### src/rtl/pong_ball_engine.sv
// Ball position / score / serve sequencer feeding the VGA renderer's ball word.
// Optional macro BALL_SPEEDUP_EN: each paddle hit raises horizontal speed up to VEL_X_MAX.
module pong_ball_engine #(
  parameter int SCREEN_W   = 640,
  parameter int SCREEN_H   = 480,
  parameter int BALL_SIZE  = 20,
  parameter int PADDLE_W   = 20,
  parameter int PADDLE_H   = 100,
  parameter int PL_X       = 100,
  parameter int PR_X       = 500,
  parameter int VEL_X      = 3,
  parameter int VEL_Y      = 3,
  parameter int VEL_X_MAX  = 8,
  parameter int SCORE_HOLD = 30,
  parameter int WIN_SCORE  = 7
) (
  input  logic        slowclock,
  input  logic        iRST_n,
  input  logic        serve,
  input  logic [11:0] pL_ypos,
  input  logic [11:0] pR_ypos,
  output logic [31:0] ball,
  output logic [3:0]  scoreL,
  output logic [3:0]  scoreR,
  output logic [1:0]  state,
  output logic        game_over
);

  typedef enum logic [1:0] {
    ST_SERVE_WAIT = 2'b00,
    ST_PLAY       = 2'b01,
    ST_SCORED     = 2'b10,
    ST_GAME_OVER  = 2'b11
  } state_t;

  // Step width covers both the base speed and the speed-up ceiling.
  localparam int VX_TOP = (VEL_X_MAX > VEL_X) ? VEL_X_MAX : VEL_X;
  localparam int VX_W   = $clog2(VX_TOP + 1);
  localparam int HOLD_W = (SCORE_HOLD > 1) ? $clog2(SCORE_HOLD) : 1;

  localparam logic signed [12:0] X_MISS_S = 13'(SCREEN_W - BALL_SIZE);
  localparam logic signed [12:0] Y_MAX_S  = 13'(SCREEN_H - BALL_SIZE);
  localparam logic signed [12:0] L_EDGE_S = 13'(PL_X + PADDLE_W);
  localparam logic signed [12:0] R_EDGE_S = 13'(PR_X);
  localparam logic signed [12:0] BALL_S   = 13'(BALL_SIZE);
  localparam logic signed [12:0] VEL_Y_S  = 13'(VEL_Y);
  localparam logic signed [12:0] ZERO_S   = 13'sd0;

  localparam logic [12:0] BALL_U  = 13'(BALL_SIZE);
  localparam logic [12:0] PAD_H_U = 13'(PADDLE_H);

  localparam logic [10:0] X_CENTRE = 11'((SCREEN_W - BALL_SIZE) / 2);
  localparam logic [10:0] Y_CENTRE = 11'((SCREEN_H - BALL_SIZE) / 2);
  localparam logic [10:0] X_L_STOP = 11'(PL_X + PADDLE_W);
  localparam logic [10:0] X_R_STOP = 11'(PR_X - BALL_SIZE);
  localparam logic [10:0] X_R_MISS = 11'(SCREEN_W - BALL_SIZE);
  localparam logic [10:0] Y_BOTTOM = 11'(SCREEN_H - BALL_SIZE);

  localparam logic [3:0]        WIN_Q     = 4'(WIN_SCORE);
  localparam logic [HOLD_W-1:0] HOLD_LAST = HOLD_W'(SCORE_HOLD - 1);

  state_t              state_q, state_d;
  logic [10:0]         x_q, x_d;
  logic [10:0]         y_q, y_d;
  logic                dx_q, dx_d;
  logic                dy_q, dy_d;
  logic [3:0]          score_l_q, score_l_d;
  logic [3:0]          score_r_q, score_r_d;
  logic [HOLD_W-1:0]   hold_q, hold_d;
  logic                game_over_q, game_over_d;
  logic [VX_W-1:0]     step_x;

`ifdef BALL_SPEEDUP_EN
  logic [VX_W-1:0]     vx_q, vx_d;
  assign step_x = vx_q;
`else
  assign step_x = VX_W'(VEL_X);
`endif

  logic signed [12:0] x_s, y_s, nx, ny, step_s;
  logic [12:0]        y_u, pl_u, pr_u;
  logic               ov_l, ov_r;
  logic               hit_l, hit_r, miss_l, miss_r;

  // Position arithmetic is done 13-bit signed so stepping past 0 shows up as negative.
  always_comb begin
    x_s    = $signed({2'b00, x_q});
    y_s    = $signed({2'b00, y_q});
    step_s = $signed({{(13 - VX_W){1'b0}}, step_x});
    nx     = dx_q ? (x_s + step_s) : (x_s - step_s);
    ny     = dy_q ? (y_s + VEL_Y_S) : (y_s - VEL_Y_S);

    y_u  = {2'b00, y_q};
    pl_u = {1'b0, pL_ypos};
    pr_u = {1'b0, pR_ypos};
    ov_l = ((y_u + BALL_U) > pl_u) && (y_u < (pl_u + PAD_H_U));
    ov_r = ((y_u + BALL_U) > pr_u) && (y_u < (pr_u + PAD_H_U));

    hit_l  = !dx_q && (x_s >= L_EDGE_S) && (nx < L_EDGE_S) && ov_l;
    hit_r  = dx_q && ((x_s + BALL_S) <= R_EDGE_S) && ((nx + BALL_S) > R_EDGE_S) && ov_r;
    miss_l = !dx_q && (nx <= ZERO_S);
    miss_r = dx_q && (nx >= X_MISS_S);
  end

  always_comb begin
    state_d     = state_q;
    x_d         = x_q;
    y_d         = y_q;
    dx_d        = dx_q;
    dy_d        = dy_q;
    score_l_d   = score_l_q;
    score_r_d   = score_r_q;
    hold_d      = hold_q;
    game_over_d = game_over_q;
`ifdef BALL_SPEEDUP_EN
    vx_d        = vx_q;
`endif

    case (state_q)
      ST_SERVE_WAIT: begin
        x_d = X_CENTRE;
        y_d = Y_CENTRE;
        if (serve) begin
          state_d = ST_PLAY;
`ifdef BALL_SPEEDUP_EN
          vx_d    = VX_W'(VEL_X);
`endif
        end
      end

      ST_PLAY: begin
        if (dy_q && (ny >= Y_MAX_S)) begin
          y_d  = Y_BOTTOM;
          dy_d = 1'b0;
        end else if (!dy_q && (ny <= ZERO_S)) begin
          y_d  = 11'd0;
          dy_d = 1'b1;
        end else begin
          y_d = ny[10:0];
        end

        // A paddle hit wins over a miss detected in the same tick.
        if (hit_l) begin
          x_d  = X_L_STOP;
          dx_d = 1'b1;
        end else if (hit_r) begin
          x_d  = X_R_STOP;
          dx_d = 1'b0;
        end else if (miss_l) begin
          x_d     = 11'd0;
          state_d = ST_SCORED;
          hold_d  = '0;
          if (score_r_q != WIN_Q) score_r_d = score_r_q + 4'd1;
        end else if (miss_r) begin
          x_d     = X_R_MISS;
          state_d = ST_SCORED;
          hold_d  = '0;
          if (score_l_q != WIN_Q) score_l_d = score_l_q + 4'd1;
        end else begin
          x_d = nx[10:0];
        end

`ifdef BALL_SPEEDUP_EN
        if (hit_l || hit_r) begin
          vx_d = (vx_q >= VX_W'(VEL_X_MAX)) ? VX_W'(VEL_X_MAX) : (vx_q + VX_W'(1));
        end
`endif
      end

      ST_SCORED: begin
        // dx still points at the side that missed, which is where the next serve goes.
        if (hold_q == HOLD_LAST) begin
          x_d = X_CENTRE;
          y_d = Y_CENTRE;
          if ((score_l_q == WIN_Q) || (score_r_q == WIN_Q)) begin
            state_d     = ST_GAME_OVER;
            game_over_d = 1'b1;
          end else begin
            state_d = ST_SERVE_WAIT;
          end
        end else begin
          hold_d = hold_q + HOLD_W'(1);
        end
      end

      ST_GAME_OVER: begin
        x_d         = X_CENTRE;
        y_d         = Y_CENTRE;
        game_over_d = 1'b1;
        if (serve) begin
          score_l_d   = 4'd0;
          score_r_d   = 4'd0;
          state_d     = ST_SERVE_WAIT;
          game_over_d = 1'b0;
        end
      end

      default: state_d = ST_SERVE_WAIT;
    endcase
  end

  always_ff @(posedge slowclock or negedge iRST_n) begin
    if (!iRST_n) begin
      state_q     <= ST_SERVE_WAIT;
      x_q         <= X_CENTRE;
      y_q         <= Y_CENTRE;
      dx_q        <= 1'b1;
      dy_q        <= 1'b1;
      score_l_q   <= 4'd0;
      score_r_q   <= 4'd0;
      hold_q      <= '0;
      game_over_q <= 1'b0;
`ifdef BALL_SPEEDUP_EN
      vx_q        <= VX_W'(VEL_X);
`endif
    end else begin
      state_q     <= state_d;
      x_q         <= x_d;
      y_q         <= y_d;
      dx_q        <= dx_d;
      dy_q        <= dy_d;
      score_l_q   <= score_l_d;
      score_r_q   <= score_r_d;
      hold_q      <= hold_d;
      game_over_q <= game_over_d;
`ifdef BALL_SPEEDUP_EN
      vx_q        <= vx_d;
`endif
    end
  end

  assign ball      = {x_q, y_q, dx_q, dy_q, 8'h00};
  assign scoreL    = score_l_q;
  assign scoreR    = score_r_q;
  assign state     = state_q;
  assign game_over = game_over_q;

endmodule

### config.mk
export PLATFORM = sky130hd
export DESIGN_NAME = pong_ball_engine
export DESIGN_NICKNAME = d
export VERILOG_FILES = /design/src/rtl/pong_ball_engine.sv
export SDC_FILE = /design/constraint.sdc
export NUM_CORES = 1
export LEC_CHECK = 0
export ABC_AREA = 0
export CAP_MARGIN = 20
export CORE_UTILIZATION = 38
export DETAILED_ROUTE_END_ITERATION = 8
export MAX_ROUTING_LAYER = met4
export SYNTH_ARGS = -nofsm -noshare
export SYNTH_HDL_FRONTEND = slang
export SYNTH_SLANG_ARGS = --single-unit
### constraint.sdc
create_clock -name slowclock -period 3.8 [get_ports slowclock]
set_input_delay 0.76 -clock slowclock [delete_from_list [all_inputs] [get_ports slowclock]]
set_output_delay 0.76 -clock slowclock [all_outputs]
set_load 0.005 [all_outputs]
==> results.cfg <==
[routing]
wl_per_cell_um = 16.4
routed_wl_um = 13400
drc = 0
vias = 4478
ant_nets = 0
vias_per_cell = 5.51
initialDrtViolationCount = 288
firstDrtPassIters = 5

[synth]
yosys_warnings = 0
synth_edf_count = 0
synthArstFlopShare_pct = 100
synth_top_area_cell = ha_1
synth_cells = 573
syn_avg_cell_area_um2 = 8.27
ys.flop_type = dfrtp_1
netlist_area_mm2 = 0.00474
ys_ff_latch = 40
ys_seq_area_share_pct = 21.4
synth_top_area_share_pct = 15.1
synthTopCellsByArea = ha_1 15%, dfrtp_1 15%, dfstp_2 6.7%, xnor2_1 5.5%, nor2_1 3.6%
ys_types = 80

[cells_and_area]
diodes = 0
fin_nets = 728
syn_to_final_growth_pct = 22.4
final_cell_count_no_fill = 813
fin_util_pct = 48.1
drive_gt1_share_pct = 13.8
fill_cells = 1174

[setup_path]
reg2reg_depth = 11
r2r_slack_ns = 0.36
critPathKind = primary input to flip-flop
startpoint = pR_ypos[2]
cp.required_ns = 4.03
r2r-end = hold_q[1]
startpoint_type = primary input
r2r-start = x_q[0]
crit_arrival_ns = 3.77
crit_path_end_kind = flip-flop
cp-endpoint = x_q[5]
cp_max_fo = 7

[clocking]
cts-hold-fix-buffers = 0
htree_levels = 2
clk_latency_ns = 0.28
post-cts-setup-buffer-count = 0
clock-sinks = 40
cts_resized = 0
cts_tree = built
path_clk_slew_ns = 0.06
cts_buffer_depth = 2
numCtsBuffers = 5
cts-root-buf = clkbuf_16

[die]
start_util_pct = 39.3
dieArea_mm2 = 0.0129
num_io_pins = 70
die_h_um = 114
core_area_mm2 = 0.0121
rows = 40
die_x_um = 114

[place]
io_buffers = 61
gp_congestion = 0.941
dpl.hpwl_um = 10300
dp_cells = 805

[sta]
slew_headroom_pct = 39.1
setup_violations = 0
finalMaxSlewViolations = 0
fin_worst_skew_ns = 0.00499
finalHoldViolCount = 0
finalCritPeriodShare_pct = 93.1
min_period_ns = 3.54
rsz0062_at_grt = no
clock.fmax_mhz = 283
tightestPinTransition_ns = 0.914

[global_route]
grt_pass1_wl_um = 21900
antenna_found_initial = 0
grt_usage_pct = 21.6
grt_pass1_vias = 4368
grt_start_max_net_pins = 41
grt.overflow.total = 0

[power]
ir_drop_v = 0.000291
p_per_area_mw_per_mm2 = 710
leakage_nw = 2.53

[worst_hold_path]
hold_class = flip-flop to flip-flop

[status]
run_status = finished, final reports clean

[run]
drv_cap = 0
[worst max-delay path, stage by stage]
cell and delay (ns):
clkdlybuf4s50_1 0.44, ha_1 0.22, a21oi_1 0.18, and2_1 0.19
nor2_1 0.06, xnor2_1 0.13, ha_1 0.33, nand2_1 0.08
nor2_1 0.05, a2111oi_2 0.27, nor2_1 0.08, o31a_1 0.24
a311o_2 0.39, a31oi_1 0.18, o22a_1 0.16
[synthesized netlist by cell type (15+ instances only)]
master    n
buf_4    15
nor2_1   45
inv_1    44
nand3_1  22
nand4_1  18
xnor2_1  30
o21ai_0  24
dfrtp_1  28
nor3_1   16
nand2_1  42
a21oi_1  29
ha_1     57
[layout make-up]
type	count	area [µm²]	area share [%]
Timing Repair Buffer	94	853	14.7
Inverter	45	169	2.91
Clock buffer	6	139	2.39
Clock inverter	2	38.8	0.669
Sequential cell	40	1020	17.5
Tap cell	168	210	3.62
Multi-Input combinational cell	458	3380	58.2
[placed cells by master (no fill, tap or decap), drive strengths merged, types with 7 or more instances in the layout]
cell type	netlist	routed
clkdlybuf4s50	0	60
ha	57	57
nor2	47	47
inv	45	45
nand2	42	42
buf	28	34
xnor2	31	31
o21ai	30	30
a21oi	29	29
dfrtp	28	28
nand3	22	22
nand4	18	18
nor3	16	16
xor2	13	13
dfstp	12	12
nor2b	10	10
nand2b	8	8
conb	1	8
nor4	8	8
o31ai	8	8
o21a	7	7
a211oi	7	7
[routing by layer]
layer	up-vias	routed length (µm)	track usage, %
li1	2197	-	-
met1	2125	6390	29.3
met2	134	6090	34.8
met3	22	632	2.50
met4	0	240	4.82
met5	-	0	-
[registers in the layout, indices dropped and copies added (netlist names)]
name and cells:
scoreR 4, y_q 11, x_q 11, game_over 1, hold_q 5, dx_q 1, scoreL 4, dy_q 1
state 2
[per-stage QoR]
stage               setup WS, ns  hold WS, ns  power (mW)  area [µm²]  setup TNS, ns
finish                     0.262        0.524        4.12        5800              0
global route              0.0393        0.546        4.47        5800              0
CTS                        0.188        0.534        4.11        5780              0
detailed placement        -0.105        0.525        3.58        5610         -0.309
global placement         -0.0606        0.512        3.53        5610        -0.0731
floorplan                  0.591        0.464        2.68        4760              0
[worst min-delay path by stage]
stage                     cells after the start        end      start
after floorplan                               0  game_over     iRST_n
after global placement                        2  game_over  game_over
after detailed placement                      2  game_over  game_over
after CTS                                     2  game_over  game_over
after global routing                          2  game_over  game_over
final                                         2  game_over  game_over
[power breakdown]
part	leakage, nW	switching [mW]	internal (mW)
Combinational	1.95	1.40	1.26
Sequential	0.489	0.325	0.628
Clock	0.0871	0.175	0.329
Total	2.52	1.90	2.22
[kinds of logic after synthesis]
logic type	count (synthesis)	share of synthesized area (%)
AO/OA/AOI/OAI	137	21.9
XOR/XNOR	44	8.85
AND/OR/NAND/NOR	204	22.4
multiplexers	8	1.95
flip-flops	40	21.4
buffers and inverters	82	8.26
other	1	0.0791
adder cells (fa/ha/maj)	57	15.1
Note: power is estimated with default switching activity, not from simulation.
